[src/rtl/mc_control_pkg.sv]
`default_nettype none
// ============================================================================
//  Module   : mc_control_pkg
//  Purpose  : Shared types and encodings for the TSC multi-cycle controller.
//  Revision : 1.0
// ============================================================================
package mc_control_pkg;

    typedef enum logic [2:0] {
        ST_IF   = 3'd0,
        ST_ID   = 3'd1,
        ST_EX   = 3'd2,
        ST_MEM  = 3'd3,
        ST_WB   = 3'd4,
        ST_HALT = 3'd5
    } state_t;

    // TSC opcodes (IR[15:12])
    localparam logic [3:0] c_op_bne = 4'd0;
    localparam logic [3:0] c_op_beq = 4'd1;
    localparam logic [3:0] c_op_bgz = 4'd2;
    localparam logic [3:0] c_op_blz = 4'd3;
    localparam logic [3:0] c_op_adi = 4'd4;
    localparam logic [3:0] c_op_ori = 4'd5;
    localparam logic [3:0] c_op_lhi = 4'd6;
    localparam logic [3:0] c_op_lwd = 4'd7;
    localparam logic [3:0] c_op_swd = 4'd8;
    localparam logic [3:0] c_op_jmp = 4'd9;
    localparam logic [3:0] c_op_jal = 4'd10;
    localparam logic [3:0] c_op_alu = 4'd15;

    // Function codes under c_op_alu (IR[5:0])
    localparam logic [5:0] c_fn_add = 6'd0;
    localparam logic [5:0] c_fn_sub = 6'd1;
    localparam logic [5:0] c_fn_and = 6'd2;
    localparam logic [5:0] c_fn_orr = 6'd3;
    localparam logic [5:0] c_fn_not = 6'd4;
    localparam logic [5:0] c_fn_tcp = 6'd5;
    localparam logic [5:0] c_fn_shl = 6'd6;
    localparam logic [5:0] c_fn_shr = 6'd7;
    localparam logic [5:0] c_fn_jpr = 6'd25;
    localparam logic [5:0] c_fn_jrl = 6'd26;
    localparam logic [5:0] c_fn_wwd = 6'd28;
    localparam logic [5:0] c_fn_hlt = 6'd29;

    // Datapath mux selectors
    localparam logic [1:0] c_srcb_b       = 2'd0;
    localparam logic [1:0] c_srcb_one     = 2'd1;
    localparam logic [1:0] c_srcb_imm     = 2'd2;

    localparam logic [1:0] c_pcsrc_alu    = 2'd0;
    localparam logic [1:0] c_pcsrc_aluout = 2'd1;
    localparam logic [1:0] c_pcsrc_jump   = 2'd2;
    localparam logic [1:0] c_pcsrc_rega   = 2'd3;

    localparam logic [1:0] c_regdst_rt    = 2'd0;
    localparam logic [1:0] c_regdst_rd    = 2'd1;
    localparam logic [1:0] c_regdst_link  = 2'd2;

    localparam logic [1:0] c_m2r_aluout   = 2'd0;
    localparam logic [1:0] c_m2r_mdr      = 2'd1;
    localparam logic [1:0] c_m2r_pc       = 2'd2;
    localparam logic [1:0] c_m2r_lhi      = 2'd3;

    // One-hot instruction class
    typedef struct packed {
        logic alu_r;
        logic alu_i;
        logic lhi;
        logic load;
        logic store;
        logic branch;
        logic jump;
        logic jump_reg;
        logic wwd;
        logic hlt;
        logic invalid;
    } inst_class_t;

endpackage
`default_nettype wire

[src/rtl/mc_control_if.sv]
`default_nettype none
// ============================================================================
//  Module   : mc_control_if
//  Purpose  : Instruction/handshake inputs and datapath strobes of mc_control.
//  Revision : 1.0
// ============================================================================
interface mc_control_if #(
    parameter int CNT_W = 16
);
    logic [3:0]       opcode;
    logic [5:0]       func_code;
    logic             bcond;
    logic             mem_ready;

    logic             alu_mode;
    logic             alu_src_a;
    logic [1:0]       alu_src_b;
    logic             i_or_d;
    logic             mem_read;
    logic             mem_write;
    logic             ir_write;
    logic             pc_write;
    logic             reg_write;
    logic [1:0]       pc_source;
    logic [1:0]       reg_dst;
    logic [1:0]       mem_to_reg;
    logic             output_active;
    logic             is_halted;
    logic [CNT_W-1:0] num_inst;

    // master: the controller; slave: the datapath it steers
    modport master (
        input  opcode, func_code, bcond, mem_ready,
        output alu_mode, alu_src_a, alu_src_b, i_or_d, mem_read, mem_write,
               ir_write, pc_write, reg_write, pc_source, reg_dst, mem_to_reg,
               output_active, is_halted, num_inst
    );

    modport slave (
        output opcode, func_code, bcond, mem_ready,
        input  alu_mode, alu_src_a, alu_src_b, i_or_d, mem_read, mem_write,
               ir_write, pc_write, reg_write, pc_source, reg_dst, mem_to_reg,
               output_active, is_halted, num_inst
    );

endinterface
`default_nettype wire

[src/rtl/mc_control_inst_class_decode.sv]
`default_nettype none
// ============================================================================
//  Module   : mc_control_inst_class_decode
//  Purpose  : Combinational opcode/func_code to one-hot instruction class.
//  Revision : 1.0
// ============================================================================
module mc_control_inst_class_decode
    import mc_control_pkg::*;
(
    input  logic [3:0]  opcode,
    input  logic [5:0]  func_code,
    output inst_class_t inst_class
);

    always_comb begin
        inst_class = '0;
        case (opcode)
            c_op_bne, c_op_beq,
            c_op_bgz, c_op_blz: inst_class.branch = 1'b1;
            c_op_adi, c_op_ori: inst_class.alu_i  = 1'b1;
            c_op_lhi:           inst_class.lhi    = 1'b1;
            c_op_lwd:           inst_class.load   = 1'b1;
            c_op_swd:           inst_class.store  = 1'b1;
            c_op_jmp, c_op_jal: inst_class.jump   = 1'b1;
            c_op_alu: begin
                case (func_code)
                    c_fn_add, c_fn_sub, c_fn_and, c_fn_orr,
                    c_fn_not, c_fn_tcp, c_fn_shl, c_fn_shr:
                                        inst_class.alu_r    = 1'b1;
                    c_fn_jpr, c_fn_jrl: inst_class.jump_reg = 1'b1;
                    c_fn_wwd:           inst_class.wwd      = 1'b1;
                    c_fn_hlt:           inst_class.hlt      = 1'b1;
                    default:            inst_class.invalid  = 1'b1;
                endcase
            end
            default:            inst_class.invalid = 1'b1;
        endcase
    end

endmodule
`default_nettype wire

[src/rtl/mc_control.sv]
`default_nettype none
// ============================================================================
//  Module   : mc_control
//  Purpose  : Multi-cycle control FSM for the TSC datapath, with halt flag
//             and retired-instruction counter.
//  Revision : 1.0
// ============================================================================
module mc_control
    import mc_control_pkg::*;
#(
    parameter int CNT_W = 16
) (
    input  logic         clk,
    input  logic         reset,
    mc_control_if.master bus
);

    state_t           r_state;
    state_t           w_state_next;
    logic [CNT_W-1:0] r_num_inst;
    logic             w_retire;
    logic             w_link;
    inst_class_t      w_cls;

    logic             w_alu_mode;
    logic             w_alu_src_a;
    logic [1:0]       w_alu_src_b;
    logic             w_i_or_d;
    logic             w_mem_read;
    logic             w_mem_write;
    logic             w_ir_write;
    logic             w_pc_write;
    logic             w_reg_write;
    logic [1:0]       w_pc_source;
    logic [1:0]       w_reg_dst;
    logic [1:0]       w_mem_to_reg;
    logic             w_output_active;

    mc_control_inst_class_decode u_inst_class_decode (
        .opcode     (bus.opcode),
        .func_code  (bus.func_code),
        .inst_class (w_cls)
    );

    // JAL and JRL additionally write the return address into R2
    assign w_link = (bus.opcode == c_op_jal) ||
                    ((bus.opcode == c_op_alu) && (bus.func_code == c_fn_jrl));

    always_ff @(posedge clk) begin
        if (reset) begin
            r_state <= ST_IF;
        end else begin
            r_state <= w_state_next;
        end
    end

    always_comb begin
        w_state_next    = r_state;
        w_retire        = 1'b0;
        w_alu_mode      = 1'b0;
        w_alu_src_a     = 1'b0;
        w_alu_src_b     = c_srcb_b;
        w_i_or_d        = 1'b0;
        w_mem_read      = 1'b0;
        w_mem_write     = 1'b0;
        w_ir_write      = 1'b0;
        w_pc_write      = 1'b0;
        w_reg_write     = 1'b0;
        w_pc_source     = c_pcsrc_alu;
        w_reg_dst       = c_regdst_rt;
        w_mem_to_reg    = c_m2r_aluout;
        w_output_active = 1'b0;

        if (reset) begin
            w_state_next = ST_IF;
        end else begin
            case (r_state)
                ST_IF: begin
                    w_mem_read  = 1'b1;
                    w_alu_src_b = c_srcb_one;
                    if (bus.mem_ready) begin
                        w_ir_write   = 1'b1;
                        w_pc_write   = 1'b1;
                        w_state_next = ST_ID;
                    end
                end

                ST_ID: begin
                    // ALU precomputes the branch target into ALUOut
                    w_alu_src_b = c_srcb_imm;
                    if (w_cls.jump || w_cls.jump_reg) begin
                        w_pc_write  = 1'b1;
                        w_pc_source = w_cls.jump ? c_pcsrc_jump : c_pcsrc_rega;
                        if (w_link) begin
                            w_reg_write  = 1'b1;
                            w_reg_dst    = c_regdst_link;
                            w_mem_to_reg = c_m2r_pc;
                        end
                        w_retire     = 1'b1;
                        w_state_next = ST_IF;
                    end else if (w_cls.wwd) begin
                        w_output_active = 1'b1;
                        w_retire        = 1'b1;
                        w_state_next    = ST_IF;
                    end else if (w_cls.hlt) begin
                        w_state_next = ST_HALT;
                    end else if (w_cls.invalid) begin
                        w_retire     = 1'b1;
                        w_state_next = ST_IF;
                    end else begin
                        w_state_next = ST_EX;
                    end
                end

                ST_EX: begin
                    if (w_cls.alu_r || w_cls.alu_i) begin
                        w_alu_mode   = 1'b1;
                        w_alu_src_a  = 1'b1;
                        w_alu_src_b  = w_cls.alu_r ? c_srcb_b : c_srcb_imm;
                        w_state_next = ST_WB;
                    end else if (w_cls.lhi) begin
                        w_state_next = ST_WB;
                    end else if (w_cls.load || w_cls.store) begin
                        w_alu_src_a  = 1'b1;
                        w_alu_src_b  = c_srcb_imm;
                        w_state_next = ST_MEM;
                    end else if (w_cls.branch) begin
                        w_alu_mode   = 1'b1;
                        w_alu_src_a  = 1'b1;
                        w_alu_src_b  = c_srcb_b;
                        w_pc_write   = bus.bcond;
                        w_pc_source  = c_pcsrc_aluout;
                        w_retire     = 1'b1;
                        w_state_next = ST_IF;
                    end else begin
                        w_state_next = ST_IF;
                    end
                end

                ST_MEM: begin
                    w_i_or_d    = 1'b1;
                    w_mem_read  = w_cls.load;
                    w_mem_write = w_cls.store;
                    if (bus.mem_ready) begin
                        if (w_cls.load) begin
                            w_state_next = ST_WB;
                        end else begin
                            w_retire     = 1'b1;
                            w_state_next = ST_IF;
                        end
                    end
                end

                ST_WB: begin
                    w_reg_write  = 1'b1;
                    w_reg_dst    = w_cls.alu_r ? c_regdst_rd : c_regdst_rt;
                    w_mem_to_reg = w_cls.load ? c_m2r_mdr :
                                   (w_cls.lhi ? c_m2r_lhi : c_m2r_aluout);
                    w_retire     = 1'b1;
                    w_state_next = ST_IF;
                end

                ST_HALT: begin
                    w_state_next = ST_HALT;
                end

                default: begin
                    w_state_next = ST_IF;
                end
            endcase
        end
    end

    always_ff @(posedge clk) begin
        if (reset) begin
            r_num_inst <= '0;
        end else if (w_retire) begin
            r_num_inst <= r_num_inst + {{(CNT_W-1){1'b0}}, 1'b1};
        end
    end

    assign bus.alu_mode      = w_alu_mode;
    assign bus.alu_src_a     = w_alu_src_a;
    assign bus.alu_src_b     = w_alu_src_b;
    assign bus.i_or_d        = w_i_or_d;
    assign bus.mem_read      = w_mem_read;
    assign bus.mem_write     = w_mem_write;
    assign bus.ir_write      = w_ir_write;
    assign bus.pc_write      = w_pc_write;
    assign bus.reg_write     = w_reg_write;
    assign bus.pc_source     = w_pc_source;
    assign bus.reg_dst       = w_reg_dst;
    assign bus.mem_to_reg    = w_mem_to_reg;
    assign bus.output_active = w_output_active;
    assign bus.is_halted     = (r_state == ST_HALT);
    assign bus.num_inst      = r_num_inst;

endmodule
`default_nettype wire

[src/flat_wrapper.sv]
// flat-port wrapper written by rule: the top's interface ports become plain ports
module mc_control_flat import mc_control_pkg::*;
#(
    parameter int CNT_W = 16
)
  (clk, reset, bus_opcode, bus_func_code, bus_bcond, bus_mem_ready, bus_alu_mode, bus_alu_src_a, bus_alu_src_b, bus_i_or_d, bus_mem_read, bus_mem_write, bus_ir_write, bus_pc_write, bus_reg_write, bus_pc_source, bus_reg_dst, bus_mem_to_reg, bus_output_active, bus_is_halted, bus_num_inst);
  mc_control_if #(.CNT_W(CNT_W)) bus_i ();
  input  logic clk;
  input  logic reset;
  input wire logic [$bits(bus_i.opcode)-1:0] bus_opcode;
  input wire logic [$bits(bus_i.func_code)-1:0] bus_func_code;
  input wire logic [$bits(bus_i.bcond)-1:0] bus_bcond;
  input wire logic [$bits(bus_i.mem_ready)-1:0] bus_mem_ready;
  output wire logic [$bits(bus_i.alu_mode)-1:0] bus_alu_mode;
  output wire logic [$bits(bus_i.alu_src_a)-1:0] bus_alu_src_a;
  output wire logic [$bits(bus_i.alu_src_b)-1:0] bus_alu_src_b;
  output wire logic [$bits(bus_i.i_or_d)-1:0] bus_i_or_d;
  output wire logic [$bits(bus_i.mem_read)-1:0] bus_mem_read;
  output wire logic [$bits(bus_i.mem_write)-1:0] bus_mem_write;
  output wire logic [$bits(bus_i.ir_write)-1:0] bus_ir_write;
  output wire logic [$bits(bus_i.pc_write)-1:0] bus_pc_write;
  output wire logic [$bits(bus_i.reg_write)-1:0] bus_reg_write;
  output wire logic [$bits(bus_i.pc_source)-1:0] bus_pc_source;
  output wire logic [$bits(bus_i.reg_dst)-1:0] bus_reg_dst;
  output wire logic [$bits(bus_i.mem_to_reg)-1:0] bus_mem_to_reg;
  output wire logic [$bits(bus_i.output_active)-1:0] bus_output_active;
  output wire logic [$bits(bus_i.is_halted)-1:0] bus_is_halted;
  output wire logic [$bits(bus_i.num_inst)-1:0] bus_num_inst;
  assign bus_i.opcode = bus_opcode;
  assign bus_i.func_code = bus_func_code;
  assign bus_i.bcond = bus_bcond;
  assign bus_i.mem_ready = bus_mem_ready;
  assign bus_alu_mode = bus_i.alu_mode;
  assign bus_alu_src_a = bus_i.alu_src_a;
  assign bus_alu_src_b = bus_i.alu_src_b;
  assign bus_i_or_d = bus_i.i_or_d;
  assign bus_mem_read = bus_i.mem_read;
  assign bus_mem_write = bus_i.mem_write;
  assign bus_ir_write = bus_i.ir_write;
  assign bus_pc_write = bus_i.pc_write;
  assign bus_reg_write = bus_i.reg_write;
  assign bus_pc_source = bus_i.pc_source;
  assign bus_reg_dst = bus_i.reg_dst;
  assign bus_mem_to_reg = bus_i.mem_to_reg;
  assign bus_output_active = bus_i.output_active;
  assign bus_is_halted = bus_i.is_halted;
  assign bus_num_inst = bus_i.num_inst;
  mc_control #(.CNT_W(CNT_W)) u_core (.clk(clk), .reset(reset), .bus(bus_i));
endmodule
[config.mk]
export PLATFORM = sky130hd
export DESIGN_NAME = mc_control_flat
export DESIGN_NICKNAME = d
export VERILOG_FILES = /design/src/rtl/mc_control_pkg.sv /design/src/rtl/mc_control_if.sv /design/src/rtl/mc_control_inst_class_decode.sv /design/src/rtl/mc_control.sv /design/src/flat_wrapper.sv
export SDC_FILE = /design/constraint.sdc
export NUM_CORES = 1
export LEC_CHECK = 0
export CELL_PAD_IN_SITES_DETAIL_PLACEMENT = 1
export CELL_PAD_IN_SITES_GLOBAL_PLACEMENT = 2
export CORE_MARGIN = 2
export CORE_UTILIZATION = 27
export DETAILED_ROUTE_END_ITERATION = 12
export PLACE_DENSITY_LB_ADDON = 0.1
export SLEW_MARGIN = 10
export SYNTH_ARGS = -nofsm -noshare
export SYNTH_HDL_FRONTEND = slang
export SYNTH_SLANG_ARGS = --single-unit
[constraint.sdc]
create_clock -name clk -period 4.5 [get_ports clk]
set_clock_uncertainty 0.05 [all_clocks]
set_input_delay 0.9 -clock clk [delete_from_list [all_inputs] [get_ports clk]]
set_output_delay 0.9 -clock clk [all_outputs]
set_load 0.1 [all_outputs]
==> metrics <==
top cells by area, synth dfxtp_1, nor2_1, a21oi_1; hold path start u_core.bus.num_inst[11]; power per cell area 198 nW/µm²; residual DRC count 0; status finished, final reports clean; Crit Path Class input port to primary output; max_slew headroom 34.5%; Placement Setup Slack 0.547 ns; RSZ-0062 raised after global routing false; cell count after synthesis 206; vias per cell 5.20; fin crit share 87.6%; largest net degree at the start of global routing 26; Tot GR Track Use 16.7%; post-synthesis cell type count 48; fin worst setup slack 0.558 ns; total clock sinks 19; GPL Wtd Cong 0.784; cts bufs inserted 3; number of synthesis warnings 0; ANT nets after route 0; Synth-to-Final Area Change 44.9%; mapped cell area 1520 µm²; CTS tree yes; post-CTS setup repair buffer count 0; # rows 27; Clk pin slew, worst setup/hold paths 0.07 ns; Final nets 265; fraction of layout cells with a size suffix above 1 17.3%; CP startpoint bus_opcode[1]; Critical Path AT 2.99 ns; total power 0.000437 W; design area 2200 µm²; setup TNS 0 ns; core area 5470 µm²; clock root cell clkbuf_8; Hold Vio Cnt, Final 0; Filler Cell Count 671; Slowest-stage cell, CP clkdlybuf4s50_1; drt first pass iters 4; number of synthesized register bits 19; WL final 4810 µm; most common cell after layout, fill and taps aside clkdlybuf4s50_1; Die Span X 79.1 µm; Worst VDD drop 0.0876 mV; Overflow after GRT 0; Slowest Stage Delay on Critical Path 0.67 ns; EDFF count, synth 0; cells along the critical path clkdlybuf4s50_1 > nand4_2 > nor4_1 > buf_4 > nor2_1 > nor2_2 > nand4_1 > nand2_1 > buf_12; Crit path max-delay family simple AND/OR/NAND/NOR gates; Least-Margin Pin Slew 0.979 ns; Starting Density 27.8%; Die Ht 79.1 µm; Async S/R FF share, synth 0%; total die area 6250 µm²; Cells after DPL 317; wire per inst 15.0 µm; global-route wire length before repair 8480 µm; critical path capture point type primary output; Fmax achieved 254 MHz; Port Buffers 47; Leakage 0.772 nW; clk_lat worst skew 0.26 ns; worst r2r src u_core.r_state[1]; crit path buf inv count 3; Starting DRT DRC Count 67; Synth area leader dfxtp_1; fin cells 321; max-slew violation count 0; syn_nets 221; Max Cap Violations 0; number of vias in the routed layout 1670; most frequent cells in the layout clkdlybuf4s50_1, nor2_1, dfxtp_1, a21oi_1; Synth Flop Type dfxtp_1; worst-path maximum fanout 9; Hold Crit Class register to register; diode count 0; hold_buf cts 0; vias in the first global route 1783; dpl hpwl 3720 µm; Ports 48; Syn Area/Cell 7.39 µm²; top cell type's share of synthesized area 25.0%; initial antenna violation count 0; minimum clock period 3.94 ns; CTS max path bufs 2; H-tree depth 1; Setup violations, final 0; Critical Path RT 3.55 ns; startpoint types input port; post-CTS sizing 0; placed cell areas 2160 µm²; sequential-to-total area share from yosys stat 25.0%
## where the power goes
group / total, W / internal (W) / switching (W)
combinational: 0.000136 / 0.0000450 / 0.0000912
sequential: 0.000178 / 0.000171 / 0.00000784
clock: 0.000122 / 0.0000630 / 0.0000589
## cell type report
cell class              count  area [µm²]  area share [%]
flip-flops and latches     19         380            17.3
multi-input cells         162        1030            46.8
clock buffers               4        45.0            2.04
repair buffers             52         613            27.8
well taps                  72        90.1            4.09
inverters                  12        45.0            2.04
## flip-flops by register name, indices dropped and copies added (netlist names)
name                 flops
u_core.bus.num_inst     16
u_core.r_state           3
## worst reg2reg max path, cell delays in order, from the launching register on
cell and delay [ns]:
dfxtp_1 0.62, nor2b_1 0.30, nand4_1 0.19, and2_1 0.27, a31o_1 0.42, nor3_1 0.29
mux2_2 0.36
## stage by stage
step	utilization (%)	hold slack [ns]
3_5_place_dp	39.5	0.456
4_1_cts	40.3	0.467
3_3_place_gp	39.5	0.442
6_report	40.3	0.460
5_1_grt	40.3	0.510
2_1_floorplan	-	0.574
## logic make-up after synthesis
family,share of synthesized area (%)
AO/OA/AOI/OAI,25.0
XOR/XNOR,2.88
adder cells (fa/ha/maj),0.822
buffers and inverters,9.62
flip-flops,25.0
multiplexers,2.14
AND/OR/NAND/NOR,34.5
## synth_stat cells, types with 2 or more instances
master,n
a31oi_1,3
or3_1,8
nand3_1,10
nand2b_1,3
dfxtp_1,19
clkbuf_1,4
buf_6,6
nor2b_1,4
a31o_1,2
xnor2_1,3
and2_1,5
and3_1,4
o21ai_0,13
nor4_1,4
o21bai_1,2
o41ai_1,3
inv_1,12
nor2_1,23
nand4_1,6
a31o_2,4
o22ai_1,4
nor3_1,9
buf_2,2
nand2_1,13
a21oi_1,16
xor2_1,2
## worst paths after layout
path / slack [ns] / cells after the start / to
setup reg to reg: 1.90 / 6 / u_core.bus.num_inst[5]
hold reg to reg: 0.46 / 2 / u_core.bus.num_inst[11]
hold / removal: 0.46 / 2 / u_core.bus.num_inst[11]
setup / recovery: 0.56 / 9 / bus_reg_write
## metal layers
| layer | global-route usage [%] | share of wire, % | vias to the layer above |
|---|---|---|---|
| li1 | - | - | 838 |
| met4 | 5.69 | 1.8 | 0 |
| met1 | 20.7 | 45 | 790 |
| met3 | 2.27 | 3.4 | 7 |
| met2 | 29.5 | 50 | 35 |
| met5 | 0 | 0 | - |
Power figures use the tool's default switching activity.
